**src/rtl/kernel_conv2d_acc_pkg.sv**
```systemverilog
// Shared widths and defaults for the conv2d accumulate kernel.
// Holds default sizes, derived-width helpers and the MAXPROD bound.
package kernel_conv2d_acc_pkg;

    localparam int BIT_DATA_DEF = 8;
    localparam int KSIZE_DEF    = 9;
    localparam int CIN_DEF      = 4;

    function automatic int f_bit1(int bd);
        return 2 * bd;
    endfunction

    function automatic int f_bit2(int bd, int ks);
        return f_bit1(bd) + $clog2(ks);
    endfunction

    function automatic int f_bitacc(int bd, int ks, int cin);
        return f_bit2(bd, ks) + $clog2(cin) + 1;
    endfunction

    function automatic int f_tlev(int ks);
        return $clog2(ks);
    endfunction

    // Largest single product magnitude: (-2^(bd-1))^2.
    function automatic longint f_maxprod(int bd);
        return longint'(1) << (2 * bd - 2);
    endfunction

    localparam longint MAXPROD = f_maxprod(BIT_DATA_DEF);

endpackage

```
**src/rtl/kernel_conv2d_acc_adder_tree_pipe.sv**
```systemverilog
// Registered binary adder tree with enable and sideband pass-through.
// Ports: clk, reset_n (sync, low), en, in_valid/in_sb/in_data (N x W
// signed), out_valid/out_sb/out_sum (OW signed); clog2(N) levels.
module kernel_conv2d_acc_adder_tree_pipe #(
    parameter int N   = 9,
    parameter int W   = 16,
    parameter int OW  = 20,
    parameter int SBW = 1
) (
    input  logic           clk,
    input  logic           reset_n,
    input  logic           en,
    input  logic           in_valid,
    input  logic [SBW-1:0] in_sb,
    input  logic [N*W-1:0] in_data,
    output logic           out_valid,
    output logic [SBW-1:0] out_sb,
    output logic [OW-1:0]  out_sum
);

    localparam int T = $clog2(N);

    function automatic int f_cnt(int l);
        return (N + (1 << l) - 1) >> l;
    endfunction

    logic [N*OW-1:0] w_ext;

    always_comb begin
        w_ext = '0;
        for (int i = 0; i < N; i++) begin
            w_ext[i*OW +: OW] = {{(OW-W){in_data[i*W+W-1]}},
                                 in_data[i*W +: W]};
        end
    end

    for (genvar l = 1; l <= T; l++) begin : g_lvl
        localparam int NC = f_cnt(l);

        // Previous level zero-padded to an even count, so an odd
        // operand simply adds zero and passes through.
        logic [2*NC*OW-1:0] w_p;
        logic               w_pv;
        logic [SBW-1:0]     w_psb;
        logic [NC*OW-1:0]   r_v;
        logic               r_valid;
        logic [SBW-1:0]     r_sb;

        if (l == 1) begin : g_src
            assign w_p   = (2*NC*OW)'(w_ext);
            assign w_pv  = in_valid;
            assign w_psb = in_sb;
        end else begin : g_src
            assign w_p   = (2*NC*OW)'(g_lvl[l-1].r_v);
            assign w_pv  = g_lvl[l-1].r_valid;
            assign w_psb = g_lvl[l-1].r_sb;
        end

        always_ff @(posedge clk) begin
            if (!reset_n) begin
                r_valid <= 1'b0;
            end else if (en) begin
                r_valid <= w_pv;
            end
            if (en) begin
                r_sb <= w_psb;
                for (int j = 0; j < NC; j++) begin
                    r_v[j*OW +: OW] <= w_p[2*j*OW +: OW]
                                     + w_p[(2*j+1)*OW +: OW];
                end
            end
        end
    end

    assign out_valid = g_lvl[T].r_valid;
    assign out_sb    = g_lvl[T].r_sb;
    assign out_sum   = g_lvl[T].r_v;

endmodule

```
**src/rtl/kernel_conv2d_acc.sv**
```systemverilog
// Conv2d kernel: KSIZE parallel MACs, adder tree, CIN-beat accumulate,
// bias and ReLU. Ports: clk, reset_n (sync, low); in_valid/in_ready,
// in_x/in_w (KSIZE packed signed taps), in_bias (beat 0 only);
// out_valid/out_ready, out_y (>=0), out_et (early-termination flag).
// Optional: define KERNEL_EARLY_TERM_EN to enable early termination.
module kernel_conv2d_acc
    import kernel_conv2d_acc_pkg::*;
#(
    parameter  int BIT_DATA = BIT_DATA_DEF,
    parameter  int KSIZE    = KSIZE_DEF,
    parameter  int CIN      = CIN_DEF,
    localparam int BITACC   = f_bitacc(BIT_DATA, KSIZE, CIN)
) (
    input  logic                      clk,
    input  logic                      reset_n,
    input  logic                      in_valid,
    output logic                      in_ready,
    input  logic [BIT_DATA*KSIZE-1:0] in_x,
    input  logic [BIT_DATA*KSIZE-1:0] in_w,
    input  logic [BITACC-1:0]         in_bias,
    output logic                      out_valid,
    input  logic                      out_ready,
    output logic [BITACC-1:0]         out_y,
    output logic                      out_et
);

    localparam int BIT1 = f_bit1(BIT_DATA);
    localparam int BIT2 = f_bit2(BIT_DATA, KSIZE);
    localparam int KW   = (CIN > 1) ? $clog2(CIN) : 1;
    localparam int SBW  = KW + 2 + BITACC;
    localparam int BD   = BIT_DATA;

    logic              w_en;
    logic              r_out_valid;
    logic [BITACC-1:0] r_out_y;

    // One global stall: everything moves only when the output can take
    // a new result.
    assign w_en      = !r_out_valid || out_ready;
    assign in_ready  = w_en;
    assign out_valid = r_out_valid;
    assign out_y     = r_out_y;

    logic [KW-1:0] r_cnt;
    logic          w_first;
    logic          w_last;

    assign w_first = (r_cnt == '0);
    assign w_last  = (r_cnt == KW'(CIN - 1));

    logic [KSIZE*BIT1-1:0] w_prod;

    always_comb begin
        w_prod = '0;
        for (int i = 0; i < KSIZE; i++) begin
            w_prod[i*BIT1 +: BIT1] =
                $signed({{BD{in_x[i*BD+BD-1]}}, in_x[i*BD +: BD]})
              * $signed({{BD{in_w[i*BD+BD-1]}}, in_w[i*BD +: BD]});
        end
    end

    logic                  r_p_valid;
    logic [SBW-1:0]        r_p_sb;
    logic [KSIZE*BIT1-1:0] r_prod;

    always_ff @(posedge clk) begin
        if (!reset_n) begin
            r_cnt     <= '0;
            r_p_valid <= 1'b0;
        end else if (w_en) begin
            r_p_valid <= in_valid;
            if (in_valid) begin
                r_cnt <= w_last ? '0 : r_cnt + KW'(1);
            end
        end
        if (w_en && in_valid) begin
            r_prod <= w_prod;
            r_p_sb <= {r_cnt, w_last, w_first,
                       w_first ? in_bias : '0};
        end
    end

    logic            w_t_valid;
    logic [SBW-1:0]  w_t_sb;
    logic [BIT2-1:0] w_t_sum;

    kernel_conv2d_acc_adder_tree_pipe #(
        .N   (KSIZE),
        .W   (BIT1),
        .OW  (BIT2),
        .SBW (SBW)
    ) u_tree (
        .clk       (clk),
        .reset_n   (reset_n),
        .en        (w_en),
        .in_valid  (r_p_valid),
        .in_sb     (r_p_sb),
        .in_data   (r_prod),
        .out_valid (w_t_valid),
        .out_sb    (w_t_sb),
        .out_sum   (w_t_sum)
    );

    logic [KW-1:0]            w_t_k;
    logic                     w_t_last;
    logic                     w_t_first;
    logic [BITACC-1:0]        w_t_bias;
    logic signed [BITACC-1:0] w_sum;
    logic signed [BITACC-1:0] w_acc_nxt;
    logic signed [BITACC-1:0] r_acc;
    logic                     r_a_emit;

    assign w_t_k     = w_t_sb[SBW-1 -: KW];
    assign w_t_last  = w_t_sb[BITACC+1];
    assign w_t_first = w_t_sb[BITACC];
    assign w_t_bias  = w_t_sb[BITACC-1:0];
    assign w_sum     = {{(BITACC-BIT2){w_t_sum[BIT2-1]}}, w_t_sum};
    assign w_acc_nxt = (w_t_first ? w_t_bias : r_acc) + w_sum;

`ifdef KERNEL_EARLY_TERM_EN
    logic signed [BITACC:0] w_bound;
    logic [BITACC:0]        w_chk;
    logic                   w_et_hit;
    logic                   r_drop;
    logic                   r_a_et;
    logic                   r_out_et;

    // Even if every remaining beat delivered the maximum product on
    // every tap, acc + bound < 0 means ReLU will clamp to zero.
    always_comb begin
        w_bound  = (BITACC+1)'((longint'(CIN - 1) - longint'(w_t_k))
                 * longint'(KSIZE) * f_maxprod(BIT_DATA));
        w_chk    = {w_acc_nxt[BITACC-1], w_acc_nxt} + w_bound;
        w_et_hit = !w_t_last && w_chk[BITACC];
    end

    always_ff @(posedge clk) begin
        if (!reset_n) begin
            r_acc    <= '0;
            r_a_emit <= 1'b0;
            r_a_et   <= 1'b0;
            r_drop   <= 1'b0;
        end else if (w_en) begin
            r_a_emit <= 1'b0;
            r_a_et   <= 1'b0;
            if (w_t_valid) begin
                if (r_drop) begin
                    if (w_t_last) r_drop <= 1'b0;
                end else begin
                    r_acc    <= w_acc_nxt;
                    r_a_emit <= w_t_last || w_et_hit;
                    r_a_et   <= w_et_hit;
                    r_drop   <= w_et_hit;
                end
            end
        end
    end

    always_ff @(posedge clk) begin
        if (!reset_n) begin
            r_out_et <= 1'b0;
        end else if (w_en && r_a_emit) begin
            r_out_et <= r_a_et;
        end
    end

    assign out_et = r_out_et;
`else
    logic w_unused_k;

    assign w_unused_k = ^w_t_k;

    always_ff @(posedge clk) begin
        if (!reset_n) begin
            r_acc    <= '0;
            r_a_emit <= 1'b0;
        end else if (w_en) begin
            r_a_emit <= 1'b0;
            if (w_t_valid) begin
                r_acc    <= w_acc_nxt;
                r_a_emit <= w_t_last;
            end
        end
    end

    assign out_et = 1'b0;
`endif

    always_ff @(posedge clk) begin
        if (!reset_n) begin
            r_out_valid <= 1'b0;
            r_out_y     <= '0;
        end else if (w_en) begin
            r_out_valid <= r_a_emit;
            if (r_a_emit) begin
                r_out_y <= r_acc[BITACC-1] ? '0 : r_acc;
            end
        end
    end

endmodule

```
**config.mk**
```make
export PLATFORM = sky130hd
export DESIGN_NAME = kernel_conv2d_acc
export DESIGN_NICKNAME = d
export VERILOG_FILES = /design/src/rtl/kernel_conv2d_acc_pkg.sv /design/src/rtl/kernel_conv2d_acc_adder_tree_pipe.sv /design/src/rtl/kernel_conv2d_acc.sv
export SDC_FILE = /design/constraint.sdc
export NUM_CORES = 2
export LEC_CHECK = 0
export CORE_UTILIZATION = 57
export CTS_CLUSTER_SIZE = 10
export DETAILED_ROUTE_END_ITERATION = 6
export PLACE_DENSITY = 0.79
export SYNTH_ARGS = -nofsm -noshare
export SYNTH_HDL_FRONTEND = slang
export SYNTH_SLANG_ARGS = --single-unit
export TNS_END_PERCENT = 1
```
**constraint.sdc**
```tcl
create_clock -name clk -period 8.4 [get_ports clk]
set_input_delay 0.84 -clock clk [delete_from_list [all_inputs] [get_ports clk]]
set_output_delay 0.84 -clock clk [all_outputs]
set_load 0.03 [all_outputs]
```
; Yosys cells after proc, flatten, opt, wreduce, memory -nomap -nowiden
; Cells that the tools add are included.
[totals]
regBits = 532
wordCells = 52
output_inout_bits = 26
[op_classes]
mul = 9
n_addsub = 10
eq_ne = 1
n_reduce_logical = 7
n_mux = 4
[ops]
columns = operator, count
row1 = $mul 8x8->16, 9
row2 = $add 20x20->20, 4
row3 = $add 16x16->17, 4
row4 = $add 23x23->23, 1
row5 = $mux 23, 1
row6 = $mux 22, 1
row7 = $reduce_and 2->1, 3
row8 = $add 2x1->2 const B, 1
row9 = $eq 2x2->1 const B, 1
row10 = $logic_not 2->1, 1
row11 = $mux 2, 1
row12 = $logic_and 1x1->1, 1
row13 = $logic_not 1->1, 1
row14 = $logic_or 1x1->1, 1
row15 = $mux 1, 1

; Logic depth before layout (Yosys ltp)
[depth]
depth_word = 3
depth_mapped = 18
ltp_nobuf = 18

; By module
; From an unflattened synthesis, not the netlist that was laid out.
[hier_totals]
cells_unflattened = 4363
area_unflattened_um2 = 46821.2
[modules_own_cells]
columns = module, area_per_inst_um2, cells_each, n_inst
row1 = kernel_conv2d_acc, 30904.6, 3128, 1
row2 = kernel_conv2d_acc_adder_tree_pipe, 15916.5, 1235, 1

; Least setup slack after synthesis
; OpenSTA, ideal clock, no wires.
[synth_timing]
path_type = input -> register
from = input port out_ready
to = register r_p_sb[0] (enable)
t_arrival_ns = 8.618
n_path_buf = 2
setup_ns = 0.521
t_required_ns = 7.879
cell_stages = 6
slack_ns = -0.739
path_cell_list = nor2b_1 -> clkbuf_1 -> inv_1 -> buf_2 -> nand2_1 -> inv_1
[synth_between]
elab_chain_cells = 2
[synth_lines]
columns = element, line
row1 = from (decl), kernel_conv2d_acc.sv:22  ; input logic out_ready,
row2 = $logic_or 1x1->1, kernel_conv2d_acc.sv:39  ; assign w_en = !r_out_valid || out_ready;
row3 = net in_ready, kernel_conv2d_acc.sv:17  ; output logic in_ready,
row4 = $logic_and 1x1->1, kernel_conv2d_acc.sv:76  ; if (w_en && in_valid) begin
row5 = to (signal assigned), kernel_conv2d_acc.sv:78  ; r_p_sb <= {r_cnt, w_last, w_first,
row6 = to (decl), kernel_conv2d_acc.sv:63  ; logic [SBW-1:0] r_p_sb;
; The timed path passes the listed nets, and every way through them passes these cells.
; A chain may end at the register's enable or synchronous reset.

; Worst setup path in the final report
[layout_timing]
from = input port in_w[33]
to = register r_prod[79] (data pin)
[layout_between]
elab_chain_cells = 1
[layout_lines]
columns = element, line
row1 = from (decl), kernel_conv2d_acc.sv:19  ; input logic [BIT_DATA*KSIZE-1:0] in_w,
row2 = $mul 8x8->16, kernel_conv2d_acc.sv:58  ; * $signed({{BD{in_w[i*BD+BD-1]}}, in_w[i*BD +: BD]});
row3 = net w_prod[79], kernel_conv2d_acc.sv:51  ; logic [KSIZE*BIT1-1:0] w_prod;
row4 = to (signal assigned), kernel_conv2d_acc.sv:77  ; r_prod <= w_prod;
row5 = to (decl), kernel_conv2d_acc.sv:64  ; logic [KSIZE*BIT1-1:0] r_prod;
; The timed path passes the listed nets, and every way through them passes these cells.

==> reports/metrics.cfg <==
[route]
vias_per_cell=5.35
firstDrtPassIters=5
dr_total_vias=29894
ant_nets=0
wl_mm=87.9
drc=0
wl_per_cell_um=15.7
first_iter_violations=1707

[timing]
slew_viol_final=0
clock_skew_ps=30.7
setup_viol_count_final=0
finalCritPeriodShare_pct=63.2
finalSetupTns_ps=0
setup_slack_ps=3090
final_hold_viol_count=0
rsz0062_at_grt=no
min_period_ps=5310
worst_pin_slew_ps=1080
max_freq_ghz=0.188
slew_headroom_pct=28.1
whs_ps=396

[global_route]
track_usage_pct=22.5
grt_pass1_vias=31439
grt_pass1_wl_mm=151
antenna_found_initial=0
gr-total-overflow=0
grt_max_degree=177

[synthesis]
synth_area_leaders=edfxtp_1 30%, fa_1 22%, ha_1 11%, inv_1 6.5%, and2_1 5.6%
synth_warnings=0
syn-cell-area_sq_um=46000
synth_edf_count=465
synth_top_area_cell=edfxtp_1
synth_cells=4266
ys_async_sr_fraction_pct=0
synth.distinct_cells=81
synth-main-ff-cell=edfxtp_1
synth-seq-area-share_pct=32.7
synth.avg_cell_area_sq_um=10.8
ys_ff_latch=519
synth_top_area_share_pct=30.4

[run_status]
outcome=finished clean

[die]
ioPinCount=197
core_region_area_sq_um=79400
die_w_um=286
die-area_sq_um=81800
start_util_pct=57.9
rows=103
dieHeight_um=286

[setup_path]
r2r_cells=11
crit_chain=clkdlybuf4s50_1, and2_1, fa_1, inv_1, fa_1, inv_1, fa_1, inv_1, fa_1, inv_1, ha_1, and2_1, a311oi_1, a21oi_1, and4_1, a2111oi_2, a21oi_1, xnor2_1
cp-end-kind=register
reg2reg_setup_slack_ps=4620
worstPathArrival_ps=5690
critPathBufInv=5
cpPeakStageDelay_ps=550
r2r_end=r_acc[22]
regToRegStartpoint=u_tree.out_sb[23]
crit_required_ps=8780
crit_family=adder cells
worstSetupPathType=primary input to register
cp_slowest_cell=clkdlybuf4s50_1
critPathLaunchType=primary input
crit_fanout=8

[clock_tree]
cts.clk_slew.worst_paths_ps=50
cts-resized-gates=0
cts_made_buffers=61
cts_tree=built
cts_max_level=2
cts_setup_buffers=0
cts.sinks=519
root_buffer=clkbuf_16
clock_latency_ps=630
clock_path_buffers=3
hold_buffers=0

[pwr]
peakVddDrop_mv=0.300
power_uw=17700
p_leak_uw=0.0227
power_density_nw_per_um2=347

[layout]
ff_latch_area_sq_um=15000
fillers=6237
layout-drive-gt1-share_pct=2.89
nets=5584
multi_input_area_sq_um=27800
n_antenna_cell=0
area_growth_pct=10.8

[placement]
portBuffers=194
post-place-ws_ps=2430
gp_congestion=0.880
dp.final_hpwl_mm=69.8

[min_path]
hold_depth=0
worstHoldStart=u_tree.g_lvl[1].r_v[80]
hold_path_class=register to register
holdPathEnd=u_tree.g_lvl[2].r_v[40]

[flow_run]
max_cap_violations=0

==> through the flow <==
step | utilization, % | instances | cell area, sq um
2_1_floorplan | - | 4267 | 46000
3_3_place_gp | 61.9 | 5475 | 49100
3_5_place_dp | 61.9 | 5475 | 49100
4_1_cts | 64.2 | 5583 | 50900
5_1_grt | 64.2 | 5583 | 50900
6_report | 64.2 | 5583 | 50900
==> worst max-delay path by stage <==
| stage | start | end | slack (ps) | cells past startpoint |
|---|---|---|---|---|
| floorplan | out_ready | r_p_sb[0] | 960 | 6 |
| global placement | in_x[38] | r_prod[79] | 2540 | 18 |
| detailed placement | in_w[32] | r_prod[79] | 2430 | 18 |
| CTS | in_w[33] | r_prod[79] | 3120 | 18 |
| global route | in_w[33] | r_prod[79] | 2850 | 18 |
| finish | in_w[33] | r_prod[79] | 3090 | 18 |
==> logic make-up after synthesis <==
kind of cell,synth area share (%)
flip-flops,32.7
other,0.00816
AND/OR/NAND/NOR,13.4
buffers and inverters,6.89
AO/OA/AOI/OAI,7.85
adder cells (fa/ha/maj),33.4
multiplexers,0.950
XOR/XNOR,4.80
==> layer usage <==
layer	up-vias	routed length, um	global-route usage (%)
met1	14656	38500	30.0
met4	0	2010	6.20
li1	14466	-	-
met3	136	3600	2.22
met2	636	43800	39.2
met5	-	0	0
==> placed cells by master, fill, tap and decap left out, types with 44 or more instances in the layout <==
cell             Yosys  layout
a21oi_1            175     175
fa_1               504     504
and2_1             411     411
clkdlybuf4s50_1      0     194
ha_1               421     421
inv_1              800     798
nand2_1            245     245
o21ai_0             85      85
edfxtp_1           465     465
xor2_1              44      44
nor2b_1            114     114
xnor2_1            208     208
a21o_1              57      57
dfxtp_1             54      54
clkbuf_16            0      61
nor2_1             142     142
==> worst register-to-register path, stage by stage, from the launching register on <==
cell and delay [ps]:
edfxtp_1 1060, mux2_2 320, ha_1 200, inv_1 70, fa_1 440, nor2b_2 150
o31ai_1 120, a21oi_2 260, o2111ai_4 160, a2111oi_2 490, mux2i_1 130, a211o_1 280
==> sequential cells by signal, indices dropped and copies added (netlist names), 20 cells and up <==
signal             cells
u_tree.out_sum        20
u_tree.out_sb         25
r_prod               144
out_y                 22
u_tree.g_lvl.r_sb     75
r_p_sb                25
r_acc                 23
u_tree.g_lvl.r_v     176
==> cells in the mapped netlist (14+ instances only) <==
master	n
a211oi_1	20
a21boi_0	20
a21o_1	57
a21oi_1	175
a31oi_1	23
and2_1	411
and3_1	22
clkbuf_1	32
dfxtp_1	54
edfxtp_1	465
fa_1	504
ha_1	421
inv_1	800
mux2_2	29
nand2_1	245
nand2b_1	33
nand3_1	34
nand4_1	22
nor2_1	142
nor2b_1	114
nor3_1	42
nor3b_1	26
o211ai_1	17
o21a_1	31
o21ai_0	85
o21bai_1	20
or3_1	14
xnor2_1	208
xor2_1	44
==> power breakdown <==
group | switching (uW) | total, uW | internal, uW
clock network | 995 | 2390 | 1390
logic | 5800 | 10500 | 4690
registers | 410 | 4810 | 4400
==> final cells by class <==
type / count / area share, %
multi-input cells: 2908 / 54.5
clock inverters: 11 / 0.241
clock buffers: 97 / 3.30
well taps: 1050 / 2.58
repair buffers: 198 / 3.90
flip-flops and latches: 519 / 29.5
inverters: 800 / 5.92
No activity file was read; power rests on OpenSTA's default activity.
